===== src/rtl/tour_cmd_seq_if.sv =====
// Command-bus bundle between the tour sequencer and its environment
// (solution memory, UART_wrapper, cmd_proc).
interface tour_cmd_seq_if #(
    parameter int unsigned IDX_W = 5
);
    logic             start_tour;
    logic [7:0]       move;
    logic [IDX_W-1:0] mv_indx;
    logic [15:0]      cmd_UART;
    logic             cmd_rdy_UART;
    logic [15:0]      cmd;
    logic             cmd_rdy;
    logic             clr_cmd_rdy;
    logic             send_resp;
    logic [7:0]       resp;
    logic             tour_busy;
    logic             move_err;

    modport master (
        output start_tour, move, cmd_UART, cmd_rdy_UART, clr_cmd_rdy, send_resp,
        input  mv_indx, cmd, cmd_rdy, resp, tour_busy, move_err
    );

    modport slave (
        input  start_tour, move, cmd_UART, cmd_rdy_UART, clr_cmd_rdy, send_resp,
        output mv_indx, cmd, cmd_rdy, resp, tour_busy, move_err
    );
endinterface


===== src/rtl/tour_cmd_seq.sv =====
// Knight's-tour replay sequencer: each one-hot move becomes two L-leg commands muxed with UART.
// Optional macro TOUR_ABORT_EN enables a UART abort (opcode 4'hF) while the tour is busy.
module tour_cmd_seq #(
    parameter int unsigned NUM_MOVES  = 24,
    parameter int unsigned IDX_W      = 5,
    parameter bit          HORZ_FIRST = 1'b0
) (
    input logic           clk,
    input logic           rst_n,
    tour_cmd_seq_if.slave bus_io
);

    localparam logic [IDX_W-1:0] LastIdx = IDX_W'(NUM_MOVES - 1);
    localparam logic [7:0] HdN = 8'h00;
    localparam logic [7:0] HdW = 8'h3F;
    localparam logic [7:0] HdS = 8'h7F;
    localparam logic [7:0] HdE = 8'hBF;

    typedef enum logic [2:0] {StIdle, StLoad, StLeg1, StHold1, StLeg2, StHold2} state_e;

    state_e           state_q;
    logic [IDX_W-1:0] mv_indx_q;
    logic             move_err_q;
    logic             done_q;
    logic [15:0]      leg1_cmd_q, leg2_cmd_q;
    logic             move_ok, busy, abort_req, abort_q;
    logic [11:0]      vert_leg, horz_leg, first_leg, second_leg;

    // {heading, squares} for each leg of the one-hot move
    always_comb begin
        vert_leg = 12'h000;
        horz_leg = 12'h000;
        case (bus_io.move)
            8'h01: begin vert_leg = {HdN, 4'd2}; horz_leg = {HdE, 4'd1}; end
            8'h02: begin vert_leg = {HdN, 4'd2}; horz_leg = {HdW, 4'd1}; end
            8'h04: begin vert_leg = {HdN, 4'd1}; horz_leg = {HdW, 4'd2}; end
            8'h08: begin vert_leg = {HdS, 4'd1}; horz_leg = {HdW, 4'd2}; end
            8'h10: begin vert_leg = {HdS, 4'd2}; horz_leg = {HdW, 4'd1}; end
            8'h20: begin vert_leg = {HdS, 4'd2}; horz_leg = {HdE, 4'd1}; end
            8'h40: begin vert_leg = {HdS, 4'd1}; horz_leg = {HdE, 4'd2}; end
            8'h80: begin vert_leg = {HdN, 4'd1}; horz_leg = {HdE, 4'd2}; end
            default: begin vert_leg = 12'h000; horz_leg = 12'h000; end
        endcase
        first_leg  = HORZ_FIRST ? horz_leg : vert_leg;
        second_leg = HORZ_FIRST ? vert_leg : horz_leg;
        move_ok    = (bus_io.move != 8'h00) && ((bus_io.move & (bus_io.move - 8'd1)) == 8'h00);
    end

    assign busy = (state_q != StIdle);

`ifdef TOUR_ABORT_EN
    assign abort_req = busy && bus_io.cmd_rdy_UART && (bus_io.cmd_UART[15:12] == 4'hF);

    // Also serves as the pending-abort flag while parked in a HOLD state
    always_ff @(posedge clk or negedge rst_n) begin
        if (!rst_n) begin
            abort_q <= 1'b0;
        end else if (state_q == StIdle && bus_io.start_tour) begin
            abort_q <= 1'b0;
        end else if (abort_req) begin
            abort_q <= 1'b1;
        end
    end
`else
    assign abort_req = 1'b0;
    assign abort_q   = 1'b0;
`endif

    always_ff @(posedge clk or negedge rst_n) begin
        if (!rst_n) begin
            state_q    <= StIdle;
            mv_indx_q  <= '0;
            move_err_q <= 1'b0;
            done_q     <= 1'b0;
            leg1_cmd_q <= 16'h0000;
            leg2_cmd_q <= 16'h0000;
        end else begin
            case (state_q)
                StIdle: if (bus_io.start_tour) begin
                    mv_indx_q  <= '0;
                    move_err_q <= 1'b0;
                    done_q     <= 1'b0;
                    state_q    <= StLoad;
                end
                StLoad: begin
                    if (abort_req) begin
                        state_q <= StIdle;
                    end else if (!move_ok) begin
                        move_err_q <= 1'b1;
                        state_q    <= StIdle;
                    end else begin
                        leg1_cmd_q <= {4'h4, first_leg};
                        leg2_cmd_q <= {4'h5, second_leg};
                        state_q    <= StLeg1;
                    end
                end
                StLeg1: begin
                    if (abort_req)               state_q <= StIdle;
                    else if (bus_io.clr_cmd_rdy) state_q <= StHold1;
                end
                StHold1: if (bus_io.send_resp) begin
                    state_q <= (abort_q || abort_req) ? StIdle : StLeg2;
                end
                StLeg2: begin
                    if (abort_req)               state_q <= StIdle;
                    else if (bus_io.clr_cmd_rdy) state_q <= StHold2;
                end
                StHold2: if (bus_io.send_resp) begin
                    if (abort_q || abort_req) begin
                        state_q <= StIdle;
                    end else if (mv_indx_q == LastIdx) begin
                        done_q  <= 1'b1;
                        state_q <= StIdle;
                    end else begin
                        mv_indx_q <= mv_indx_q + IDX_W'(1);
                        state_q   <= StLoad;
                    end
                end
                default: state_q <= StIdle;
            endcase
        end
    end

    // Command mux: UART owns the bus only while idle
    always_comb begin
        bus_io.cmd     = leg2_cmd_q;
        bus_io.cmd_rdy = 1'b0;
        case (state_q)
            StIdle: begin
                bus_io.cmd     = bus_io.cmd_UART;
                bus_io.cmd_rdy = bus_io.cmd_rdy_UART;
            end
            StLeg1:  begin bus_io.cmd = leg1_cmd_q; bus_io.cmd_rdy = 1'b1; end
            StHold1: begin bus_io.cmd = leg1_cmd_q; bus_io.cmd_rdy = 1'b0; end
            StLeg2:  begin bus_io.cmd = leg2_cmd_q; bus_io.cmd_rdy = 1'b1; end
            default: begin bus_io.cmd = leg2_cmd_q; bus_io.cmd_rdy = 1'b0; end
        endcase
    end

    always_comb begin
        if (move_err_q) begin
            bus_io.resp = 8'hE7;
        end else if (abort_q) begin
            bus_io.resp = 8'hAB;
        end else if (mv_indx_q == LastIdx &&
                     (state_q == StHold2 || (state_q == StIdle && done_q))) begin
            bus_io.resp = 8'hA5;
        end else begin
            bus_io.resp = 8'h5A;
        end
    end

    assign bus_io.mv_indx   = mv_indx_q;
    assign bus_io.tour_busy = busy;
    assign bus_io.move_err  = move_err_q;

endmodule

===== src/flat_wrapper.sv =====
// flat-port wrapper written by rule: the top's interface ports become plain ports
module tour_cmd_seq_flat 
#(
    parameter int unsigned NUM_MOVES  = 24,
    parameter int unsigned IDX_W      = 5,
    parameter bit          HORZ_FIRST = 1'b0
)
  (clk, rst_n, bus_io_start_tour, bus_io_move, bus_io_cmd_UART, bus_io_cmd_rdy_UART, bus_io_clr_cmd_rdy, bus_io_send_resp, bus_io_mv_indx, bus_io_cmd, bus_io_cmd_rdy, bus_io_resp, bus_io_tour_busy, bus_io_move_err);
  tour_cmd_seq_if #(.IDX_W(IDX_W)) bus_io_i ();
  input logic clk;
  input logic rst_n;
  input wire logic [$bits(bus_io_i.start_tour)-1:0] bus_io_start_tour;
  input wire logic [$bits(bus_io_i.move)-1:0] bus_io_move;
  input wire logic [$bits(bus_io_i.cmd_UART)-1:0] bus_io_cmd_UART;
  input wire logic [$bits(bus_io_i.cmd_rdy_UART)-1:0] bus_io_cmd_rdy_UART;
  input wire logic [$bits(bus_io_i.clr_cmd_rdy)-1:0] bus_io_clr_cmd_rdy;
  input wire logic [$bits(bus_io_i.send_resp)-1:0] bus_io_send_resp;
  output wire logic [$bits(bus_io_i.mv_indx)-1:0] bus_io_mv_indx;
  output wire logic [$bits(bus_io_i.cmd)-1:0] bus_io_cmd;
  output wire logic [$bits(bus_io_i.cmd_rdy)-1:0] bus_io_cmd_rdy;
  output wire logic [$bits(bus_io_i.resp)-1:0] bus_io_resp;
  output wire logic [$bits(bus_io_i.tour_busy)-1:0] bus_io_tour_busy;
  output wire logic [$bits(bus_io_i.move_err)-1:0] bus_io_move_err;
  assign bus_io_i.start_tour = bus_io_start_tour;
  assign bus_io_i.move = bus_io_move;
  assign bus_io_i.cmd_UART = bus_io_cmd_UART;
  assign bus_io_i.cmd_rdy_UART = bus_io_cmd_rdy_UART;
  assign bus_io_i.clr_cmd_rdy = bus_io_clr_cmd_rdy;
  assign bus_io_i.send_resp = bus_io_send_resp;
  assign bus_io_mv_indx = bus_io_i.mv_indx;
  assign bus_io_cmd = bus_io_i.cmd;
  assign bus_io_cmd_rdy = bus_io_i.cmd_rdy;
  assign bus_io_resp = bus_io_i.resp;
  assign bus_io_tour_busy = bus_io_i.tour_busy;
  assign bus_io_move_err = bus_io_i.move_err;
  tour_cmd_seq #(.NUM_MOVES(NUM_MOVES), .IDX_W(IDX_W), .HORZ_FIRST(HORZ_FIRST)) u_core (.clk(clk), .rst_n(rst_n), .bus_io(bus_io_i));
endmodule

===== config.mk =====
export PLATFORM = sky130hd
export DESIGN_NAME = tour_cmd_seq_flat
export DESIGN_NICKNAME = d
export VERILOG_FILES = /design/src/rtl/tour_cmd_seq_if.sv /design/src/rtl/tour_cmd_seq.sv /design/src/flat_wrapper.sv
export SDC_FILE = /design/constraint.sdc
export NUM_CORES = 1
export LEC_CHECK = 0
export CELL_PAD_IN_SITES_DETAIL_PLACEMENT = 2
export CELL_PAD_IN_SITES_GLOBAL_PLACEMENT = 2
export CORE_MARGIN = 5
export CORE_UTILIZATION = 24
export CTS_CLUSTER_DIAMETER = 150
export DETAILED_ROUTE_END_ITERATION = 8
export MAX_ROUTING_LAYER = met4
export PLACE_DENSITY_LB_ADDON = 0.12
export SLEW_MARGIN = 5
export SYNTH_ARGS = -nofsm -noshare
export SYNTH_HDL_FRONTEND = slang
export SYNTH_SLANG_ARGS = --single-unit

===== constraint.sdc =====
create_clock -name clk -period 3.9 [get_ports clk]
set_input_delay 0.78 -clock clk [delete_from_list [all_inputs] [get_ports clk]]
set_output_delay 0.78 -clock clk [all_outputs]
set_load 0.02 [all_outputs]

==> flow_summary_export.csv <==
group,metric,value,unit
outcome,outcome,"complete, no violations",
synth,syn_inst,159,
place,gp_congestion,0.735,
sta,tns,0,ns
cells_and_area,area_growth,50.5,%
sta,drv_slew,0,
synth,synth-seq-cells,18,
synth,synth_top_area_share,33.9,%
power_and_ir_drop,vdd.ir_drop.worst,201,uV
sta,finalCritPeriodShare,85.8,%
floorplan,start_util,24.5,%
route,detail-route-antenna-nets,0,
sta,finalSetupViolations,0,
floorplan,core,0.00544,sq mm
route,dr.first_iter.drc_count,44,
synth,ys_async_sr_fraction,100,%
grt,grt_max_degree,20,
place,place_ws,0.762,ns
cts,cts_root_buffer,"clkbuf_8",
cts,cts-resized-gates,0,
setup_path,path_class,"flip-flop to primary output",
synth,ys.flop_type,"dfrtp_1",
run,cap_viol_max_count,0,
floorplan,io_pins,62,
synth,ys_seq_area_share,33.9,%
cts,cts.sinks,18,
sta,period_minus_slack,3.35,ns
grt,grt_antenna_before_repair,0,
cells_and_area,nets,242,
sta,finalHoldViolations,0,
cells_and_area,regArea,450,sq um
floorplan,fp-row-count,27,
power_and_ir_drop,p_leak,0.825,nW
floorplan,dieArea,0.00713,sq mm
route,drt_wl_total,4.74,mm
cts,cts_buffers,3,
setup_path,critPathCaptureType,"primary output",
cells_and_area,num_antenna_cells,0,
sta,fin_ws,0.553,ns
cts,post_cts_buffers,0,
cts,cts_max_path_buffers,2,
grt,grt_overflow_total,0,
setup_path,cp.arrival,2.57,ns
grt,grt_pass1_wl,8.09,mm
setup_path,cp-start-kind,"flip-flop",
cts,path_clk_slew,0.08,ns
synth,yosysTopAreaCell,"dfrtp_1",
synth,synth_edf_count,0,
power_and_ir_drop,p_per_area,618,mW/mm^2
floorplan,die_x,84.4,um
synth,synth.net_count,190,
cts,hold_buffers,0,
sta,fmax,0.299,GHz
route,drcViolationCount,0,
min_path,hold_class,"flip-flop to flip-flop",
sta,skew,0.00996,ns
route,wl_per_cell,16.8,um
route,drt_pass1_iterations,3,
setup_path,crit_fanout,13,
synth,yosysWarnings,0,
sta,worstMarginPinSlew,0.825,ns
sta,relSlewSlack,44.8,%
cells_and_area,multi_input_area,769,sq um
route,vias,1374,
grt,track_usage,14.1,%
sta,rsz0062_at_grt,"no",
place,dp_hpwl,3.80,mm
place,io_buffers,61,
synth,avgSynthCellArea,8.36,sq um
setup_path,critPathRequiredTime,3.12,ns
cells_and_area,fillers,610,
cts,clkLatencyLatePin,0.26,ns
cells_and_area,layout-drive-gt1-share,5.24,%
cts,cts_tree,"built",
floorplan,fp.dieH,84.4,um
synth,netlist_top_cells_area,"dfrtp_1, o21ai_0, a22oi_1, nand2_1, buf_4",
synth,syn-cell-area,0.00133,sq mm
route,via_per_inst,4.87,
grt,grt_pass1_vias,1553,
cts,h-tree-depth,1,
synth,ys_types,46,
critical path, cell delays in order (launching register included):
cell and delay [ns]:
dfrtp_1 0.64, nor2b_1 0.32, and2_1 0.22, a21oi_1 0.06, or2_2 0.29, nand2b_1 0.14, clkdlybuf4s50_1 0.64
per-stage QoR:
step / cells / hold slack (ns) / total power, mW / util, % / area, sq um
floorplan: 159 / 0.427 / 0.734 / - / 1330
global placement: 278 / 0.443 / 1.07 / 35.8 / 1950
detailed placement: 278 / 0.446 / 1.10 / 35.8 / 1950
CTS: 282 / 0.466 / 1.26 / 36.8 / 2000
global route: 282 / 0.490 / 1.32 / 36.8 / 2000
finish: 282 / 0.462 / 1.24 / 36.8 / 2000
final timing paths:
| path | end | slack, ns | cells past startpoint | startpoint |
|---|---|---|---|---|
| worst max register to register | u_core.leg1_cmd_q[10] | 1.91 | 5 | u_core.state_q[0] |
| max in group asynchronous | u_core.state_q[2] | 2.39 | 1 | rst_n |
| worst max-delay path | bus_io_resp[0] | 0.55 | 6 | u_core.state_q[0] |
| min in group asynchronous | u_core.bus_io.mv_indx[0] | 0.99 | 1 | rst_n |
| worst min-delay path | u_core.leg2_cmd_q[9] | 0.46 | 1 | u_core.leg2_cmd_q[9] |
| worst min register to register | u_core.leg2_cmd_q[9] | 0.46 | 1 | u_core.leg2_cmd_q[9] |
power by group:
part | switching [mW] | total, mW | internal, mW
combinational | 0.400 | 0.774 | 0.374
clock | 0.0667 | 0.156 | 0.0898
sequential | 0.0750 | 0.307 | 0.232
placed cells by master (no fill, tap or decap), types with 2 or more instances in the layout:
| cell | instances |
|---|---|
| clkdlybuf4s50_1 | 61 |
| dfrtp_1 | 18 |
| nand2_1 | 16 |
| o21ai_0 | 16 |
| a22oi_1 | 9 |
| nor2_1 | 8 |
| nor3_1 | 6 |
| a21o_1 | 6 |
| nand3_1 | 6 |
| inv_1 | 5 |
| and2_1 | 5 |
| nand2b_1 | 5 |
| nor2b_1 | 4 |
| a21oi_1 | 4 |
| clkbuf_8 | 4 |
| o21a_1 | 3 |
| xnor2_1 | 3 |
| xor2_1 | 2 |
| nand3b_1 | 2 |
| mux2_4 | 2 |
| o31ai_1 | 2 |
cell usage after synthesis (2+ instances only):
master / count
a21o_1: 6
a21oi_1: 4
a22oi_1: 9
and2_1: 5
buf_4: 7
clkbuf_1: 5
dfrtp_1: 18
inv_1: 5
mux2_4: 2
nand2_1: 16
nand2b_1: 5
nand3_1: 6
nand3b_1: 2
nor2_1: 8
nor2b_1: 4
nor3_1: 6
o21a_1: 3
o21ai_0: 16
o31ai_1: 2
xnor2_1: 3
xor2_1: 2
metal layers:
metal | track usage, % | vias up | wire length [um]
li1 | - | 668 | -
met1 | 16.6 | 677 | 2010
met2 | 25.2 | 25 | 2560
met3 | 2.75 | 4 | 132
met4 | 2.30 | 0 | 39
met5 | - | - | 0
final cells by class:
cell class,instances,share of cell area [%]
sequential,18,22.5
tap,72,4.50
timing repair buffer,62,30.9
multi-input combinational,121,38.4
inverter,5,0.938
clock buffer,4,2.75
logic make-up after synthesis:
family	after synthesis	share of synthesized area [%]
flops	18	33.9
compound gates	48	23.8
mux	4	3.86
xor+xnor	5	3.29
fa+ha+maj	2	1.69
simple gates	62	25.2
buf+inv	20	8.28
flip-flops by register name (all words and copies together) (netlist names):
signal and cells:
u_core.bus_io.mv_indx 5, u_core.done_q 1, u_core.bus_io.move_err 1, u_core.leg2_cmd_q 5
u_core.leg1_cmd_q 3, u_core.state_q 3
Note: power is estimated with default switching activity, not from simulation.
